[src/rtl/fib_host_if.sv]
`timescale 1ns/1ps
// fib_host_if: run control, accelerator request/response and result FIFO bus
// of the Fibonacci host. The host uses the slave modport and its environment
// uses the master modport.
interface fib_host_if;
    logic        start;
    logic [7:0]  n_first;
    logic [7:0]  n_last;
    logic        busy;
    logic        done;
    logic [7:0]  req_n;
    logic        req_vld;
    logic        req_rdy;
    logic [31:0] rsp_data;
    logic        rsp_vld;
    logic        rsp_rdy;
    logic        res_vld;
    logic [7:0]  res_n;
    logic [31:0] res_data;
    logic        res_pop;
    logic        mismatch;

    modport slave (
        input  start, n_first, n_last, req_rdy, rsp_data, rsp_vld, res_pop,
        output busy, done, req_n, req_vld, rsp_rdy, res_vld, res_n, res_data, mismatch
    );

    modport master (
        output start, n_first, n_last, req_rdy, rsp_data, rsp_vld, res_pop,
        input  busy, done, req_n, req_vld, rsp_rdy, res_vld, res_n, res_data, mismatch
    );
endinterface

[src/rtl/fib_host.sv]
`timescale 1ns/1ps
// fib_host: walks an inclusive index range, issuing one accelerator request
// per index and storing {index, result} pairs in a first-word fall-through
// FIFO of DEPTH entries. Defining FIB_HOST_CHECK_EN compiles in a checker
// that flags results breaking the Fibonacci recurrence within a run.
module fib_host #(
    parameter int DEPTH = 4
) (
    input  logic      CLK,
    input  logic      rst_n,
    fib_host_if.slave bus
);
    localparam int AW = (DEPTH > 1) ? $clog2(DEPTH) : 1;
    localparam logic [AW:0]   LP_FULL    = (AW+1)'(DEPTH);
    localparam logic [AW:0]   LP_CNT_ONE = (AW+1)'(1);
    localparam logic [AW-1:0] LP_PTR_ONE = AW'(1);

    typedef enum logic [1:0] {
        ST_IDLE = 2'd0,
        ST_REQ  = 2'd1,
        ST_WAIT = 2'd2,
        ST_DONE = 2'd3
    } state_t;

    state_t        r_state;
    logic [7:0]    r_cur_n;
    logic [7:0]    r_last_n;
    logic [7:0]    r_req_n;
    logic          r_busy;
    logic          r_done;
    logic          r_req_vld;
    logic          r_rsp_rdy;

    logic [39:0]   r_mem [DEPTH];
    logic [AW-1:0] r_wr_ptr;
    logic [AW-1:0] r_rd_ptr;
    logic [AW:0]   r_count;

    logic          w_push;
    logic          w_pop;
    logic          w_res_vld;
    logic [AW:0]   w_count_nxt;
    logic          w_full_nxt;
    logic [39:0]   w_head;

    // rsp_rdy is only ever high in WAIT, so it alone qualifies a push.
    assign w_push    = (r_state == ST_WAIT) && r_rsp_rdy && bus.rsp_vld;
    assign w_res_vld = (r_count != {(AW+1){1'b0}});
    assign w_pop     = bus.res_pop && w_res_vld;
    assign w_head    = r_mem[r_rd_ptr];

    // Next FIFO occupancy; a simultaneous push and pop leaves it unchanged.
    always_comb begin
        w_count_nxt = r_count;
        if (w_push && !w_pop) begin
            w_count_nxt = r_count + LP_CNT_ONE;
        end else if (!w_push && w_pop) begin
            w_count_nxt = r_count - LP_CNT_ONE;
        end else begin
            w_count_nxt = r_count;
        end
        w_full_nxt = (w_count_nxt == LP_FULL);
    end

    // Run sequencing: state, latched index range and all registered control outputs.
    always_ff @(posedge CLK or negedge rst_n) begin
        if (!rst_n) begin
            r_state   <= ST_IDLE;
            r_cur_n   <= 8'd0;
            r_last_n  <= 8'd0;
            r_req_n   <= 8'd0;
            r_busy    <= 1'b0;
            r_done    <= 1'b0;
            r_req_vld <= 1'b0;
            r_rsp_rdy <= 1'b0;
        end else begin
            r_done <= 1'b0;
            case (r_state)
                ST_IDLE: begin
                    if (bus.start) begin
                        r_cur_n  <= bus.n_first;
                        r_last_n <= bus.n_last;
                        r_busy   <= 1'b1;
                        if (bus.n_first <= bus.n_last) begin
                            r_state   <= ST_REQ;
                            r_req_vld <= 1'b1;
                            r_req_n   <= bus.n_first;
                        end else begin
                            r_state <= ST_DONE;
                            r_done  <= 1'b1;
                        end
                    end
                end
                ST_REQ: begin
                    if (r_req_vld && bus.req_rdy) begin
                        r_state   <= ST_WAIT;
                        r_req_vld <= 1'b0;
                        // A pop in this cycle may already free a slot.
                        r_rsp_rdy <= !w_full_nxt;
                    end
                end
                ST_WAIT: begin
                    if (w_push) begin
                        r_rsp_rdy <= 1'b0;
                        if (r_cur_n == r_last_n) begin
                            r_state <= ST_DONE;
                            r_done  <= 1'b1;
                        end else begin
                            r_cur_n   <= r_cur_n + 8'd1;
                            r_req_n   <= r_cur_n + 8'd1;
                            r_req_vld <= 1'b1;
                            r_state   <= ST_REQ;
                        end
                    end else begin
                        // A pop while full only opens rsp_rdy from the next cycle.
                        r_rsp_rdy <= !w_full_nxt;
                    end
                end
                ST_DONE: begin
                    r_state <= ST_IDLE;
                    r_busy  <= 1'b0;
                end
                default: begin
                    r_state   <= ST_IDLE;
                    r_busy    <= 1'b0;
                    r_req_vld <= 1'b0;
                    r_rsp_rdy <= 1'b0;
                end
            endcase
        end
    end

    // FIFO pointers and occupancy; contents survive across runs.
    always_ff @(posedge CLK or negedge rst_n) begin
        if (!rst_n) begin
            r_wr_ptr <= {AW{1'b0}};
            r_rd_ptr <= {AW{1'b0}};
            r_count  <= {(AW+1){1'b0}};
        end else begin
            if (w_push) begin
                r_wr_ptr <= r_wr_ptr + LP_PTR_ONE;
            end
            if (w_pop) begin
                r_rd_ptr <= r_rd_ptr + LP_PTR_ONE;
            end
            r_count <= w_count_nxt;
        end
    end

    // FIFO storage; entries are only visible through the occupancy-gated head.
    always_ff @(posedge CLK) begin
        if (w_push) begin
            r_mem[r_wr_ptr] <= {r_cur_n, bus.rsp_data};
        end
    end

`ifdef FIB_HOST_CHECK_EN
    logic [1:0]  r_chk_cnt;
    logic [31:0] r_prev1;
    logic [31:0] r_prev2;
    logic        r_mismatch;

    // Recurrence checker: from the third push of a run each value must equal
    // the 32-bit wrapped sum of the two before it; sticky until the next start.
    always_ff @(posedge CLK or negedge rst_n) begin
        if (!rst_n) begin
            r_chk_cnt  <= 2'd0;
            r_prev1    <= 32'd0;
            r_prev2    <= 32'd0;
            r_mismatch <= 1'b0;
        end else if ((r_state == ST_IDLE) && bus.start) begin
            r_chk_cnt  <= 2'd0;
            r_mismatch <= 1'b0;
        end else if (w_push) begin
            if ((r_chk_cnt == 2'd2) && (bus.rsp_data != (r_prev1 + r_prev2))) begin
                r_mismatch <= 1'b1;
            end
            if (r_chk_cnt != 2'd2) begin
                r_chk_cnt <= r_chk_cnt + 2'd1;
            end
            r_prev2 <= r_prev1;
            r_prev1 <= bus.rsp_data;
        end
    end

    assign bus.mismatch = r_mismatch;
`else
    assign bus.mismatch = 1'b0;
`endif

    assign bus.busy     = r_busy;
    assign bus.done     = r_done;
    assign bus.req_vld  = r_req_vld;
    assign bus.req_n    = r_req_n;
    assign bus.rsp_rdy  = r_rsp_rdy;
    assign bus.res_vld  = w_res_vld;
    assign bus.res_n    = w_res_vld ? w_head[39:32] : 8'd0;
    assign bus.res_data = w_res_vld ? w_head[31:0]  : 32'd0;
endmodule

[src/flat_wrapper.sv]
// flat-port wrapper written by rule: the top's interface ports become plain ports
module fib_host_flat 
#(
    parameter int DEPTH = 4
)
  (CLK, rst_n, bus_start, bus_n_first, bus_n_last, bus_req_rdy, bus_rsp_data, bus_rsp_vld, bus_res_pop, bus_busy, bus_done, bus_req_n, bus_req_vld, bus_rsp_rdy, bus_res_vld, bus_res_n, bus_res_data, bus_mismatch);
  fib_host_if bus_i ();
  input  logic CLK;
  input  logic rst_n;
  input wire logic [$bits(bus_i.start)-1:0] bus_start;
  input wire logic [$bits(bus_i.n_first)-1:0] bus_n_first;
  input wire logic [$bits(bus_i.n_last)-1:0] bus_n_last;
  input wire logic [$bits(bus_i.req_rdy)-1:0] bus_req_rdy;
  input wire logic [$bits(bus_i.rsp_data)-1:0] bus_rsp_data;
  input wire logic [$bits(bus_i.rsp_vld)-1:0] bus_rsp_vld;
  input wire logic [$bits(bus_i.res_pop)-1:0] bus_res_pop;
  output wire logic [$bits(bus_i.busy)-1:0] bus_busy;
  output wire logic [$bits(bus_i.done)-1:0] bus_done;
  output wire logic [$bits(bus_i.req_n)-1:0] bus_req_n;
  output wire logic [$bits(bus_i.req_vld)-1:0] bus_req_vld;
  output wire logic [$bits(bus_i.rsp_rdy)-1:0] bus_rsp_rdy;
  output wire logic [$bits(bus_i.res_vld)-1:0] bus_res_vld;
  output wire logic [$bits(bus_i.res_n)-1:0] bus_res_n;
  output wire logic [$bits(bus_i.res_data)-1:0] bus_res_data;
  output wire logic [$bits(bus_i.mismatch)-1:0] bus_mismatch;
  assign bus_i.start = bus_start;
  assign bus_i.n_first = bus_n_first;
  assign bus_i.n_last = bus_n_last;
  assign bus_i.req_rdy = bus_req_rdy;
  assign bus_i.rsp_data = bus_rsp_data;
  assign bus_i.rsp_vld = bus_rsp_vld;
  assign bus_i.res_pop = bus_res_pop;
  assign bus_busy = bus_i.busy;
  assign bus_done = bus_i.done;
  assign bus_req_n = bus_i.req_n;
  assign bus_req_vld = bus_i.req_vld;
  assign bus_rsp_rdy = bus_i.rsp_rdy;
  assign bus_res_vld = bus_i.res_vld;
  assign bus_res_n = bus_i.res_n;
  assign bus_res_data = bus_i.res_data;
  assign bus_mismatch = bus_i.mismatch;
  fib_host #(.DEPTH(DEPTH)) u_core (.CLK(CLK), .rst_n(rst_n), .bus(bus_i));
endmodule
[config.mk]
export PLATFORM = sky130hd
export DESIGN_NAME = fib_host_flat
export DESIGN_NICKNAME = d
export VERILOG_FILES = /design/src/rtl/fib_host_if.sv /design/src/rtl/fib_host.sv /design/src/flat_wrapper.sv
export SDC_FILE = /design/constraint.sdc
export NUM_CORES = 1
export LEC_CHECK = 0
export CAP_MARGIN = 20
export CORE_MARGIN = 5
export CORE_UTILIZATION = 62
export CTS_BUF_LIST = sky130_fd_sc_hd__clkbuf_4
export DETAILED_ROUTE_END_ITERATION = 6
export PLACE_DENSITY = 0.88
export SLEW_MARGIN = 0
export SYNTH_ARGS = -nofsm -noshare
export SYNTH_HDL_FRONTEND = slang
export SYNTH_SLANG_ARGS = --single-unit
export TNS_END_PERCENT = 10
[constraint.sdc]
create_clock -name CLK -period 6.7 [get_ports CLK]
set_clock_uncertainty 0.2 [all_clocks]
set_input_delay 1.34 -clock CLK [delete_from_list [all_inputs] [get_ports CLK]]
set_output_delay 1.34 -clock CLK [all_outputs]
set_load 0.01 [all_outputs]
## Word level (Yosys, flattened, before mapping)

Memories as Yosys holds them, arrays and structs flattened.
Cells that the tools add are included.

- Register bits: 37
- Latch bits: 0
- Bits in writable memories: 160
- Bits in read-only memories: 0
- Input port bits: 54
- Output and inout bits: 54
- Logic and storage cells: 85
- Memories kept: 1

- $add $sub $neg: 5
- Multiply operators: 0
- Div/mod/pow operators: 0
- $lt $le $gt $ge: 1
- Eq/ne operators: 10
- Shift-type cells: 0
- Mux-type cells: 35
- Bitwise operators: 0
- Reductions and logical operators: 22

Memories:

| memory | depth | width | read ports | clocked after Yosys merged registers in | write ports | RTL line | text |
|---|---|---|---|---|---|---|---|
| u_core.r_mem | 4 | 40 | 1 | 0 | 1 | fib_host.sv:34 | `logic [39:0] r_mem [DEPTH];` |

Operator list:

| kind | number |
|---|---|
| 8-bit two-way mux | 6 |
| 32-bit two-way mux | 1 |
| 8-bit one-hot mux with 2 select lines | 2 |
| 1-bit two-way mux | 14 |
| 2-bit two-way mux | 5 |
| 8-bit by 1-bit adder with 8-bit output, second input constant | 1 |
| 8-bit equality test | 1 |
| 8-bit <= comparator | 1 |
| 2-bit one-hot mux with 4 select lines | 1 |
| 1-bit logical AND | 6 |
| 3-bit two-way mux | 2 |
| 2-bit by 1-bit != test with 1-bit output, second input constant | 3 |
| 1-bit one-hot mux with 2 select lines | 3 |
| 2-bit AND reduction | 3 |
| 6-bit AND reduction | 1 |
| 2-bit nonzero test | 3 |
| 3-bit nonzero test | 2 |
| 5-bit AND reduction | 1 |
| 2-bit by 1-bit adder with 2-bit output, second input constant | 2 |
| 2-bit equality test, second input constant | 2 |
| 2-bit != test, second input constant | 2 |
| 4-bit AND reduction | 1 |
| 3-bit by 1-bit adder with 3-bit output, second input constant | 1 |
| 3-bit equality test, second input constant | 1 |
| other kinds (6) | 8 |

## Logic depth before layout (Yosys ltp)

Gate-level depths: netlist of the first run.

- Depth in word-level cells: 11
- Mapped depth: 9
- Mapped depth without buffers: 8

## Worst setup path before layout of the first run

OpenSTA, ideal clock, no wires.

- Path type: input-to-reg
- From: in bus_rsp_vld
- To: mem u_core.r_mem[0][0], enable pin
- Library setup time: 0.401 ns
- Arrival: 2.708 ns
- Required time: 6.099 ns
- Setup slack: 3.391 ns
- Stages on the path: 3
- Buffers on the path: 0
- Cells stage by stage: nand2_1 > nor2_2 > and2_1

- Word-level cells in the longest chain between the ends: 3

RTL lines:

| what | RTL line | text |
|---|---|---|
| start: declaration | flat_wrapper.sv:15 | `input wire logic [$bits(bus_i.rsp_vld)-1:0] bus_rsp_vld;` |
| 1-bit logical AND | fib_host.sv:47 | `assign w_push = (r_state == ST_WAIT) && r_rsp_rdy && bus.rsp_vld;` |
| 1-bit two-way mux | fib_host.sv:152 | `if (w_push) begin` |
| 1-bit two-way mux (not written as such) | fib_host.sv:153 | `r_mem[r_wr_ptr] <= {r_cur_n, bus.rsp_data};` |
| end: declaration | fib_host.sv:34 |  |

No other way between the ends.

## Final worst setup path of the first run

- From: reg u_core.r_rd_ptr[0]
- To: out bus_res_data[30]

- Word-level cells in the longest chain between the ends: 2

RTL lines:

| what | RTL line | text |
|---|---|---|
| start: declaration | fib_host.sv:36 | `logic [AW-1:0] r_rd_ptr;` |
| start signal: assignment | fib_host.sv:137 | `r_rd_ptr <= {AW{1'b0}};` |
| start signal: assignment | fib_host.sv:144 | `r_rd_ptr <= r_rd_ptr + LP_PTR_ONE;` |
| memory read 4 x 40 bit | -- |  |
| 32-bit two-way mux | fib_host.sv:198 | `assign bus.res_data = w_res_vld ? w_head[31:0] : 32'd0;` |
| end: declaration | flat_wrapper.sv:24 | `output wire logic [$bits(bus_i.res_data)-1:0] bus_res_data;` |

No other way between the ends.

==> impl_metrics.ini, run 1 <==
[logic_synthesis]
synth.area.top_cells = edfxtp_1 58%, dfrtp_1 11%, mux4_2 11%
yosysWarnings = 0
yosysSeqAreaShare_pct = 69.0
synth-seq-cells = 197
synth_top_area_share_pct = 57.8
yosys-top-cells-count = 160 x edfxtp_1, 44 x and2_1, 40 x mux4_2
synth.distinct_cells = 48
synth_cells = 480
synth_edf_count = 160
yosysMostFrequentCell = edfxtp_1
ys.flop_type = edfxtp_1
yosysTopAreaCell = edfxtp_1
async_flop_share_pct = 18.8
avgSynthCellArea_sq_um = 17.3
netlist_area_sq_um = 8310
syn_nets = 550

[cts]
cts_sinks = 197
postCtsSetupRepairBufs = 0
cts_made_buffers = 17
hold_buffers = 0
cts-root-buf = clkbuf_4
cts_buffer_depth = 2
ctsResizeCount = 0
path_clk_slew_ns = 0.15
cts_tree = built
clock_latency_ns = 0.55
cts-htree-levels = 4

[placement]
gp_congestion = 0.818
dp_hpwl_microns = 9770
portBuffers = 106

[route]
drc = 0
wl_per_cell_microns = 19.1
wl_microns = 14800
drt_iter0_drc = 426
dr_total_vias = 4427
antenna_left = 0
first_pass_iters = 7
via_per_inst = 5.71

[cells_and_area]
final_util_pct = 74.2
fin_nets = 655
syn2layout_area_growth_pct = 17.8
layout-drive-gt1-share_pct = 17.4

[floorplanning]
initial_core_util_pct = 63.0
core_area_sq_um = 13200
die_area_sq_um = 15800
placementRows = 42
fp.dieW_microns = 126
pin_count = 108
die_y_microns = 126

[worst_hold_path]
whs_path_depth = 1
worstHoldPathType = reg2reg
min_from = u_core.r_count[2]
min_to = u_core.r_count[2]

[sta]
period_share_pct = 69.6
hold_violations = 0
fmax_mhz = 215
max_slew_margin_pct = 29.2
setup_viol = 0
tns_ns = 0
max_slew.worst_pin.slew_ns = 1.06
rsz0062_at_grt = false
drv_slew = 0
min_period_ns = 4.66

[grt]
grt_usage_pct = 19.9
overflow = 0
grt_pass1_wl_microns = 24400
antenna_found_initial = 1
grt_max_degree = 46
grt_pass1_vias = 4689

[setup_path]
path_cells = buf_4, mux4_2, and2_1, clkdlybuf4s50_1
cp_data_required_time_ns = 5.16
cpPeakStageDelay_ns = 0.85
path_class = reg2out
worst-endpoint-arrival_ns = 3.12
regToRegEndpoint = u_core.r_mem[3][35]
cp-start-kind = flop
slowest_stage = dfrtp_2
reg2regPathDepth = 3
reg2reg_from = u_core.r_state[0]
crit_path_end_kind = output pin
r2r_slack_ns = 3.76
crit_fanout = 22
worstSetupStartpoint = u_core.r_rd_ptr[0]

[pwr]
cellLeakagePower_nw = 3.45
ir_worst_vdd_mv = 0.192
power_density_nw_per_um2 = 398

[outcome]
outcome = completed

[flow_run]
cap_violations = 0
logic make-up (layout without fill, tap and decap cells):
| kind of cell | Yosys count | in the layout | synth area share, % |
|---|---|---|---|
| AOI/OAI and AO/OA | 41 | 41 | 3.34 |
| xor gates and xnor gates | 18 | 18 | 1.90 |
| adders and majority gates | 16 | 16 | 2.41 |
| buffers and inverters | 43 | 161 | 2.30 |
| DFF | 197 | 197 | 69.0 |
| muxes | 61 | 61 | 14.0 |
| other | 1 | 2 | 0.0451 |
| and+or+nand+nor | 103 | 103 | 7.06 |
how the worst max path moves through the flow:
stage,to,slack (ns),cells after the start
after global placement,bus_res_n[6],2.55,4
after floorplan,u_core.r_mem[0][0],3.39,3
after global routing,bus_res_n[6],1.72,4
final,bus_res_data[30],2.04,4
after detailed placement,bus_res_data[30],2.53,4
after CTS,bus_res_n[6],1.89,4
metrics by stage:
| step | std cells | setup slack [ns] | power (mW) | hold WS (ns) | cell area [sq um] |
|---|---|---|---|---|---|
| floorplan | 480 | 3.39 | 2.69 | 0.252 | 8310 |
| global placement | 742 | 2.55 | 3.28 | 0.289 | 9500 |
| detailed placement | 742 | 2.53 | 3.34 | 0.296 | 9500 |
| CTS | 774 | 1.89 | 3.94 | 0.316 | 9790 |
| global route | 775 | 1.72 | 4.13 | 0.344 | 9790 |
| finish | 775 | 2.04 | 3.90 | 0.326 | 9790 |
critical path, delay by kind of cell, from the launching register on:
family	cells	cell delay, ns
buffers and inverters	2	0.97
and+or+nand+nor	1	0.18
muxes	1	0.56
DFF	1	0.85
per-layer routing:
metal	track usage, %	up-vias	routed length (microns)
li1	-	2038	-
met1	26.5	2247	6200
met2	33.5	134	7730
met3	4.45	8	751
met4	5.87	0	113
met5	0	-	0
layout by cell type, fill, tap and decap left out, drive strengths merged, types with 16 or more instances in the layout:
| master | instances |
|---|---|
| mux2 | 19 |
| mux4 | 40 |
| and2 | 44 |
| clkdlybuf4s50 | 106 |
| clkbuf | 18 |
| inv | 24 |
| dfrtp | 37 |
| nand2 | 19 |
| edfxtp | 160 |
| ha | 16 |
sequential cells by signal, indices dropped and copies added, names as in the netlist, 2 cells and up:
name,cells
u_core.r_count,3
u_core.bus.req_n,8
u_core.r_state,2
u_core.r_mem,160
u_core.r_rd_ptr,2
u_core.r_last_n,8
u_core.r_wr_ptr,2
u_core.r_cur_n,8
power by group:
group          total [mW]  switching, mW  internal [mW]  leakage, nW
Clock               0.607          0.379          0.229        0.145
Sequential           1.76          0.236           1.53         1.88
Combinational        1.53          0.623          0.904         1.43
layout make-up:
| cell class | instances | area [sq um] |
|---|---|---|
| antenna | 1 | 2.50 |
| inverter | 20 | 75.1 |
| clock inverter | 14 | 149 |
| sequential | 197 | 5730 |
| timing repair buffer | 109 | 1080 |
| tap | 176 | 220 |
| multi-input combinational | 240 | 2390 |
| clock buffer | 18 | 135 |
| fill | 799 | 3400 |
No activity file was read; power rests on OpenSTA's default activity.
==> run 2: changes to the inputs <==
CORE_UTILIZATION = 57   (was 62)
PLACE_DENSITY = 0.82   (was 0.88)
clock period = 4.3 ns   (was 6.7 ns; I/O delays follow)
==> run 2 against run 1 <==
Effect of this change: global-route usage shrank 0.28 points; core utilization shrank 5.2 points; via count grew 2.6%; critical path depth is the same; largest power group unchanged; sequential power grew 52%; critical endpoint is now bus_res_n[2]; highest routed layer unchanged.
==> impl_metrics.ini, run 2 (synthesis results as in run 1) <==
[sta]
drv_slew = 0
period_share_pct = 86.1
rsz0062_at_grt = false
min_period_ns = 3.70
tns_ns = 0
hold_slack_ns = 0.328
setup_viol = 0
hold_violations = 0
max_slew_margin_pct = 56.1
max_slew.worst_pin.slew_ns = 0.657
fmax_mhz = 270

[floorplanning]
core_area_sq_um = 14400
die_y_microns = 131
pin_count = 108
die_area_sq_um = 17100
fp.dieW_microns = 131
placementRows = 44
initial_core_util_pct = 57.6

[cells_and_area]
fin_nets = 662
syn2layout_area_growth_pct = 19.9
mostFrequentLayoutCell = edfxtp_1
mostFrequentLayoutCells = 160 x edfxtp_1, 106 x clkdlybuf4s50_1, 40 x mux4_2, 40 x and2_1, 35 x dfrtp_1
layout-drive-gt1-share_pct = 18.2
n_antenna_cell = 0
largest_reg_flops = 160
n_fill_cell = 964
top_register = u_core.r_mem

[setup_path]
reg2regPathDepth = 4
r2r_slack_ns = 1.51
path_buf_inv = 2
slowest_stage = mux4_2
cp-start-kind = flop
cpPeakStageDelay_ns = 0.55
crit_fanout = 15
worst-endpoint-arrival_ns = 2.64
reg2reg_from = u_core.r_state[0]
path_class = reg2out
crit_path_end_kind = output pin
critPathTopFamily = buffers and inverters
cp_data_required_time_ns = 3.24
regToRegEndpoint = u_core.r_mem[2][8]
path_cells = buf_4, mux4_2, and2_1, clkdlybuf4s50_1

[route]
drc = 0
drt_iter0_drc = 344
first_pass_iters = 5
wl_microns = 15700
dr_total_vias = 4540
wl_per_cell_microns = 19.9
antenna_left = 0
via_per_inst = 5.75

[cts]
cts_made_buffers = 17
postCtsSetupRepairBufs = 0
clock_latency_ns = 0.56
hold_buffers = 0
cts_buffer_depth = 2
cts-root-buf = clkbuf_4
cts-htree-levels = 4
path_clk_slew_ns = 0.14
cts_tree = built
cts_sinks = 197
ctsResizeCount = 0

[pwr]
power_frac_comb_pct = 40.1
ir_worst_vdd_mv = 0.254
clkPwrFrac_pct = 17.6
intPower_mw = 4.34
p_switching_mw = 1.96
pwr-share-seq_pct = 42.3
power_density_nw_per_um2 = 633
cellLeakagePower_nw = 3.52
p_sw_share_pct = 31.1

[worst_hold_path]
worstHoldPathType = reg2reg
whs_path_depth = 1
min_from = u_core.r_count[2]
min_to = u_core.r_count[2]

[grt]
antenna_found_initial = 0
grt_max_degree = 46
grt_pass1_vias = 4777
overflow = 0
grt_pass1_wl_microns = 25000
grt_usage_pct = 19.6

[placement]
dp_hpwl_microns = 10300
gp_congestion = 0.864
portBuffers = 106

[flow_run]
cap_violations = 0

[outcome]
outcome = completed
-- run 2: changes by cell type in the layout (fill, tap and decap cells not counted) --
| cell | before | now |
|---|---|---|
| buf_12 | 0 | 4 |
| buf_4 | 3 | 6 |
| bufinv_16 | 2 | 5 |
| clkinv_1 | 2 | 3 |
| clkinv_4 | 3 | 0 |
| clkinvlp_2 | 1 | 0 |
| clkinvlp_4 | 2 | 5 |
| diode_2 | 1 | 0 |
| inv_6 | 4 | 1 |
-- run 2: power by group through the flow --
stage	sequential, mW	clock, mW	combinational (mW)
after floorplan	2.59	0	1.60
after global placement	2.69	0	2.51
after detailed placement	2.71	0	2.56
after CTS	2.67	1.13	2.57
after global routing	2.71	1.20	2.74
final	2.67	1.11	2.53
-- run 2: final cells by class --
class | instances | area, sq um | share of cell area (%)
flip-flops and latches | 197 | 5730 | 57.6
multi-input cells | 240 | 2390 | 24.0
well taps | 184 | 230 | 2.31
inverters | 20 | 75.1 | 0.754
clock inverters | 14 | 208 | 2.09
clock buffers | 18 | 135 | 1.36
repair buffers | 116 | 1190 | 11.9
-- run 2: per-layer routing --
metal | global-route usage [%] | part of all wire [%] | vias to the layer above
li1 | - | - | 2057
met1 | 25.9 | 42 | 2324
met2 | 32.9 | 50 | 140
met3 | 4.39 | 6.0 | 19
met4 | 6.11 | 1.5 | 0
met5 | 0 | 0 | -
-- run 2: per-stage QoR --
step	setup WS, ns	cell area (sq um)	total power [mW]	util (%)	instances
global route	0.430	9960	6.65	69.0	789
global placement	0.963	9620	5.20	66.7	757
CTS	0.511	9960	6.37	69.0	789
detailed placement	0.931	9620	5.27	66.7	757
finish	0.597	9960	6.30	69.0	789
floorplan	1.47	8310	4.19	-	480
-- run 2: worst max path at each step --
stage / start / endpoint / slack [ns] / cells after the start
after floorplan: bus_rsp_vld / u_core.r_mem[0][0] / 1.47 / 3
after global placement: bus_n_last[7] / u_core.bus.req_n[4] / 0.96 / 9
after detailed placement: bus_n_last[7] / u_core.bus.req_n[5] / 0.93 / 9
after CTS: u_core.r_rd_ptr[0] / bus_res_n[2] / 0.51 / 4
after global routing: u_core.r_rd_ptr[0] / bus_res_n[2] / 0.43 / 4
final: u_core.r_rd_ptr[0] / bus_res_n[2] / 0.60 / 4
